### config.mk
export PLATFORM = sky130hd
export DESIGN_NAME = encoder_4_2
export DESIGN_NICKNAME = d
export VERILOG_FILES = /design/src/rtl/encoder_4_2.sv
export SDC_FILE = /design/constraint.sdc
export NUM_CORES = 1
export LEC_CHECK = 0
export CORE_AREA = 2 2 39 41
export CTS_CLUSTER_DIAMETER = 80
export DETAILED_ROUTE_END_ITERATION = 12
export DIE_AREA = 0 0 41 43
export HOLD_SLACK_MARGIN = 0.1
export PLACE_DENSITY_LB_ADDON = 0.3
export SETUP_SLACK_MARGIN = 0.15
export SLEW_MARGIN = 25
export SYNTH_ARGS = -nofsm -noshare
export SYNTH_HDL_FRONTEND = slang
export SYNTH_SLANG_ARGS = --single-unit
### constraint.sdc
create_clock -name clk -period 2.1 [get_ports clk]
set_clock_uncertainty 0.15 [all_clocks]
set_input_delay 0.315 -clock clk [delete_from_list [all_inputs] [get_ports clk]]
set_output_delay 0.315 -clock clk [all_outputs]
set_load 0.02 [all_outputs]
### src/rtl/encoder_4_2.sv
// Clocked 4-to-2 encoder with fixed-priority multi-hot resolution.
// Index, valid and multi-hot flags are captured together in one register stage.
module encoder_4_2 #(
    parameter bit PRIORITY_MSB = 1'b1,
    parameter bit HOLD_ON_ZERO = 1'b0
) (
    input  logic       clk,
    input  logic       rst,
    input  logic [3:0] i,
    output logic [1:0] o,
    output logic       valid,
    output logic       multi
);

    logic [1:0] o_q;
    logic [1:0] o_d;
    logic       valid_q;
    logic       valid_d;
    logic       multi_q;
    logic       multi_d;
    logic [1:0] idx_msb_s;
    logic [1:0] idx_lsb_s;
    logic [2:0] pop_s;

    // Highest-set-bit index (bit 3 wins).
    always_comb begin
        idx_msb_s = 2'd0;
        if (i[3]) begin
            idx_msb_s = 2'd3;
        end else if (i[2]) begin
            idx_msb_s = 2'd2;
        end else if (i[1]) begin
            idx_msb_s = 2'd1;
        end else begin
            idx_msb_s = 2'd0;
        end
    end

    // Lowest-set-bit index (bit 0 wins).
    always_comb begin
        idx_lsb_s = 2'd0;
        if (i[0]) begin
            idx_lsb_s = 2'd0;
        end else if (i[1]) begin
            idx_lsb_s = 2'd1;
        end else if (i[2]) begin
            idx_lsb_s = 2'd2;
        end else if (i[3]) begin
            idx_lsb_s = 2'd3;
        end else begin
            idx_lsb_s = 2'd0;
        end
    end

    // Next-state for the output register stage.
    always_comb begin
        o_d     = 2'd0;
        valid_d = 1'b0;
        multi_d = 1'b0;
        pop_s   = {2'b00, i[0]} + {2'b00, i[1]} + {2'b00, i[2]} + {2'b00, i[3]};
        case (pop_s)
            3'd0: begin
                valid_d = 1'b0;
                multi_d = 1'b0;
                // All-zero input either parks the index at 0 or keeps the last one.
                if (HOLD_ON_ZERO) begin
                    o_d = o_q;
                end else begin
                    o_d = 2'd0;
                end
            end
            3'd1: begin
                valid_d = 1'b1;
                multi_d = 1'b0;
                o_d     = idx_msb_s;
            end
            default: begin
                valid_d = 1'b1;
                multi_d = 1'b1;
                if (PRIORITY_MSB) begin
                    o_d = idx_msb_s;
                end else begin
                    o_d = idx_lsb_s;
                end
            end
        endcase
    end

    // Output register with synchronous reset dominating the input.
    always_ff @(posedge clk) begin
        if (rst) begin
            o_q     <= 2'd0;
            valid_q <= 1'b0;
            multi_q <= 1'b0;
        end else begin
            o_q     <= o_d;
            valid_q <= valid_d;
            multi_q <= multi_d;
        end
    end

    assign o     = o_q;
    assign valid = valid_q;
    assign multi = multi_q;

endmodule

==> results.json, run 1 <==
{
  "cp_max_fo": 3,
  "initial_utilization_pct": 14.5,
  "htree_levels": 1,
  "synth.yosys.seq_area_share_pct": 40.0,
  "post_drt_wl_per_cell_um": 8.08,
  "final_layout_size_suffix_gt1_share_pct": 35.3,
  "cts_tree": "built",
  "cp_data_required_time_ps": 2060,
  "clkTransAtPathRegs_ps": 40,
  "ir_drop_uv": 208,
  "grt_pass1_vias": 193,
  "dp_cells": 47,
  "ys_warn_count": 0,
  "cts-buffers-inserted": 3,
  "synth.cell_area_um2": 200,
  "grt-ovfl-total": 0,
  "clkPwrFrac_pct": 33.5,
  "tightest_slew_ps": 215,
  "antenna_left": 0,
  "hpwl_um": 343,
  "cpMaxStageDelayCell": "fa_1",
  "slew_violations": 0,
  "antenna_found_initial": 0,
  "rows": 14,
  "yosysTopAreaCellShare_pct": 40.0,
  "hold_viol": 0,
  "dieArea_mm2": 0.00176,
  "cts-root-buf": "clkbuf_4",
  "post-cts-setup-buffers": 0,
  "via_per_inst": 3.48,
  "setup_viol": 0,
  "hold_buffers": 0,
  "combPwrFrac_pct": 34.1,
  "power-per-cell-area_mw_per_mm2": 735,
  "area_growth_syn_to_layout_pct": 85.0,
  "worstSetupPathType": "input pin to flop",
  "drt-total-wl_um": 404,
  "grt_max_degree": 5,
  "min_path_type": "input pin to flop",
  "drt-initial-drc-count": 0,
  "num_vias": 174,
  "crit_chain": "dlygate4sd2_1 > inv_1 > fa_1 > inv_1 > ha_2 > ha_4 > nor3_4 > a211oi_2",
  "crit_arrival_ps": 1830,
  "drv_cap": 0,
  "power_frac_seq_pct": 32.4,
  "slowest_delay_ps": 530,
  "ioPinCount": 10,
  "die_y_um": 43,
  "core_mm2": 0.00138,
  "finalNetCount": 45,
  "max_freq_mhz": 535,
  "p_int_mw": 0.199,
  "yosysTopAreaCell": "dfxtp_1",
  "setup.worst_path.start_class": "input pin",
  "ys_ff_latch": 4,
  "dieWidth_um": 41,
  "drt-pass1-iter-count": 1,
  "clkSinkCount": 4,
  "finalCritPeriodShare_pct": 88.9,
  "status": "finished clean",
  "grt_pass1_wl_um": 676,
  "p_leak_nw": 0.165,
  "worstHoldPathCells": 3,
  "avgSynthCellArea_um2": 10.0,
  "crit_path_end_kind": "flop",
  "switching_share_pct": 27.1,
  "grt_use_total_pct": 6.23,
  "port_buffers": 9,
  "final_cell_count_no_fill": 50,
  "synth_fp_nets": 29,
  "fin_util_pct": 26.8,
  "diodes": 0,
  "synth_cell_types": 9,
  "maxSlewHeadroom_pct": 85.6,
  "synthCells": 20,
  "route.detailed.drc": 0,
  "gp_congestion": 0.656,
  "clk_path_buf_depth": 2,
  "synth_area_leaders": "dfxtp_1, ha_1, fa_1, inv_1, nor2_1",
  "timing.critical_path.mode_cell": "inv_1",
  "rsz0062_at_grt": "no",
  "period_needed_ps": 1870,
  "p_switching_mw": 0.0738
}
[power by group through the flow]
stage	combinational [mW]	clock [mW]	sequential, mW
2_1_floorplan	0.0279	0	0.102
3_3_place_gp	0.0762	0	0.0891
3_5_place_dp	0.0798	0	0.0896
4_1_cts	0.0924	0.0970	0.0884
5_1_grt	0.102	0.100	0.0889
6_report	0.0929	0.0912	0.0883
[worst paths after layout]
kind,from,to,slack [ps]
worst max-delay path,i[1],o[0],230
worst min-delay path,i[3],o[1],410
[flip-flops by register name (all words and copies together), names as in the netlist]
register  flops
valid         1
o             2
multi         1
[layer usage]
metal  global-route usage [%]  part of all wire (%)
met4                     8.00                     0
met5                        0                     0
met1                     5.81                    40
met2                     9.06                    49
met3                     1.57                    11
[through the flow]
step / setup TNS, ps / cell area, um^2 / total power [mW] / hold WS (ps) / worst slack (ps)
2_1_floorplan: 0 / 200 / 0.130 / 230 / 173
3_3_place_gp: -1170 / 325 / 0.165 / 786 / -343
3_5_place_dp: -1400 / 325 / 0.169 / 803 / -409
4_1_cts: 0 / 365 / 0.278 / 396 / 176
5_1_grt: 0 / 370 / 0.291 / 458 / 132
6_report: 0 / 370 / 0.272 / 410 / 232
[critical path, delay by kind of cell]
kind	cells	cell delay (ps)
fa+ha+maj	3	960
buf+inv	3	320
simple gates	1	180
compound gates	1	50
[synth_stat cells]
cell	count
dfxtp_1	4
nand2b_4	1
fa_1	1
nor2_1	4
a211oi_2	1
ha_1	2
nor3_2	1
inv_1	5
nor3_1	1
[kinds of logic (layout without fill, tap and decap cells)]
kind of cell / Yosys count / after routing / share of synthesized area [%]
AND/OR/NAND/NOR: 7 / 7 / 21.9
AO/OA/AOI/OAI: 1 / 1 / 6.25
flip-flops: 4 / 4 / 40.0
adder cells (fa/ha/maj): 3 / 3 / 22.5
buffers and inverters: 5 / 19 / 9.38
[cells in the final DEF (no fill, tap or decap)]
master / count
nand2b_4: 1
inv_1: 4
nor3_4: 1
dlygate4sd2_1: 3
buf_4: 2
inv_2: 1
nor3_2: 1
fa_1: 1
nor2_1: 4
clkdlybuf4s50_1: 6
clkbuf_4: 3
a211oi_2: 1
ha_4: 1
dfxtp_1: 4
ha_2: 1
[timing repair]
item / in CTS / in global routing
setup endpoints to repair: 4 / 3
resized for setup: 7 / 1
pin swaps: 5 / 1
[cell type report]
type                            instances  area (um^2)
Sequential cell                         4         80.1
Multi-Input combinational cell         11          128
Fill cell                             147         1010
Tap cell                               16         20.0
Clock buffer                            3         22.5
Timing Repair Buffer                   11          101
Inverter                                5         18.8
No activity file was read; power rests on OpenSTA's default activity.
==> inputs of run 2 (changes only) <==
--- a/config.mk
+++ b/config.mk
@@ -12,7 +12,6 @@
 export HOLD_SLACK_MARGIN = 0.1
 export PLACE_DENSITY_LB_ADDON = 0.3
 export SETUP_SLACK_MARGIN = 0.15
-export SLEW_MARGIN = 25
 export SYNTH_ARGS = -nofsm -noshare
 export SYNTH_HDL_FRONTEND = slang
 export SYNTH_SLANG_ARGS = --single-unit
==> results of run 2 <==
Same layout as run 1: the final DEF is identical, and so are final timing and power.
==> inputs of run 3 (changes only) <==
--- a/config.mk
+++ b/config.mk
@@ -6,11 +6,11 @@
 export NUM_CORES = 1
 export LEC_CHECK = 0
 export CORE_AREA = 2 2 39 41
-export CTS_CLUSTER_DIAMETER = 80
+export CTS_CLUSTER_DIAMETER = 30
 export DETAILED_ROUTE_END_ITERATION = 12
 export DIE_AREA = 0 0 41 43
 export HOLD_SLACK_MARGIN = 0.1
-export PLACE_DENSITY_LB_ADDON = 0.3
+export PLACE_DENSITY_LB_ADDON = 0.08
 export SETUP_SLACK_MARGIN = 0.15
 export SYNTH_ARGS = -nofsm -noshare
 export SYNTH_HDL_FRONTEND = slang
==> run 3 against run 2 <==
  * Final area shrank 1.4%
  * Critical path depth is the same
  * Wire length shrank 3.5%
  * Sequential share of layout area grew 0.30 points
  * Combinational power shrank 5.2%
  * Die area is the same
  * Clock power grew 4.7%
==> results.json, run 3 (synthesis results as in run 1) <==
{
  "worstHoldPathCells": 3,
  "grt-ovfl-total": 0,
  "core_mm2": 0.00138,
  "ir_drop_uv": 248,
  "tightest_slew_ps": 213,
  "cts_tree": "built",
  "hold_viol": 0,
  "grt_use_total_pct": 6.13,
  "drt-initial-drc-count": 0,
  "cts-buffers-inserted": 3,
  "combPwrFrac_pct": 32.4,
  "die_y_um": 43,
  "drt-pass1-iter-count": 1,
  "p_switching_mw": 0.0751,
  "clkSinkCount": 4,
  "period_needed_ps": 1830,
  "n_fill_cell": 151,
  "num_vias": 171,
  "clk_path_buf_depth": 2,
  "grt_max_degree": 5,
  "dieArea_mm2": 0.00176,
  "rsz0062_at_grt": "no",
  "largest_register_ff_count": 2,
  "pre_cts_ws_ps": -382,
  "hpwl_um": 317,
  "power-per-cell-area_mw_per_mm2": 744,
  "cp_max_fo": 3,
  "drv_cap": 0,
  "drt-total-wl_um": 390,
  "slew_violations": 0,
  "maxSlewHeadroom_pct": 85.7,
  "finalNetCount": 45,
  "route.detailed.drc": 0,
  "worstSetupPathType": "input pin to flop",
  "setup_viol": 0,
  "ioPinCount": 10,
  "grt_pass1_wl_um": 683,
  "htree_levels": 1,
  "hold_buffers": 0,
  "port_buffers": 9,
  "cts-root-buf": "clkbuf_4",
  "fin_util_pct": 26.4,
  "via_per_inst": 3.42,
  "initial_utilization_pct": 14.5,
  "status": "finished clean",
  "finalCritPeriodShare_pct": 87.1,
  "min_path_type": "input pin to flop",
  "mostFrequentLayoutCell": "clkdlybuf4s50_1",
  "post_drt_wl_per_cell_um": 7.80,
  "dieWidth_um": 41,
  "setup.worst_path.start_class": "input pin",
  "gp_congestion": 0.570,
  "clkPwrFrac_pct": 35.1,
  "antenna_found_initial": 0,
  "crit_path_end_kind": "flop",
  "grt_pass1_vias": 176,
  "fin_ws_ps": 272,
  "cp_data_required_time_ps": 2070,
  "post-cts-setup-buffers": 0,
  "layout_common_cells": "clkdlybuf4s50_1, inv_1, nor2_1, dfxtp_1",
  "final_layout_size_suffix_gt1_share_pct": 32.4,
  "switching_share_pct": 27.6,
  "p_leak_nw": 0.164,
  "diodes": 0,
  "power_frac_seq_pct": 32.5,
  "area_growth_syn_to_layout_pct": 82.5,
  "max_freq_mhz": 547,
  "p_int_mw": 0.197,
  "holdWs_ps": 374,
  "clkTransAtPathRegs_ps": 40,
  "antenna_left": 0,
  "rows": 14,
  "crit_arrival_ps": 1790
}
[run 3: cell counts in the layout (fill, tap and decap cells not counted)]
Identical to the previous run, type by type.
[run 3: what timing repair did]
| action | in CTS | in global routing |
|---|---|---|
| resized for setup | 7 | 0 |
| setup endpoints to repair | 4 | 3 |
| pin swaps | 5 | 1 |
[run 3: path summary, 6_finish.rpt]
check / from / to / slack (ps)
worst max-delay path: i[1] / o[1] / 270
worst min-delay path: i[3] / o[1] / 370
[run 3: cell type report]
| cell class | count | area, um^2 | area share [%] |
|---|---|---|---|
| multi-input combinational | 11 | 123 | 33.6 |
| timing repair buffer | 11 | 101 | 27.7 |
| inverter | 5 | 18.8 | 5.14 |
| tap | 16 | 20.0 | 5.48 |
| sequential | 4 | 80.1 | 21.9 |
| clock buffer | 3 | 22.5 | 6.16 |
[run 3: power by group through the flow]
stage / sequential, mW / combinational, mW / clock, mW
detailed placement: 0.0902 / 0.0779 / 0
finish: 0.0884 / 0.0881 / 0.0955
global placement: 0.0893 / 0.0789 / 0
floorplan: 0.102 / 0.0279 / 0
global route: 0.0890 / 0.0966 / 0.110
CTS: 0.0887 / 0.0901 / 0.101
[run 3: through the flow]
step	cell area, um^2	std cells	setup TNS (ps)	power, mW
2_1_floorplan	200	20	0	0.130
3_3_place_gp	325	47	-1360	0.168
3_5_place_dp	325	47	-1300	0.168
4_1_cts	365	50	0	0.280
5_1_grt	365	50	0	0.296
6_report	365	50	0	0.272
[run 3: per-layer routing]
layer | part of all wire, % | track usage (%)
met5 | 0 | 0
met4 | 0 | 8.00
met3 | 9.2 | 1.57
met2 | 51 | 7.81
met1 | 39 | 6.77
[run 3: worst max-delay path: stages]
cell and delay, ps:
dlygate4sd2_1 210, inv_1 60, fa_1 530, inv_1 50, ha_2 180, ha_4 250
nor3_4 150, nor3_1 60
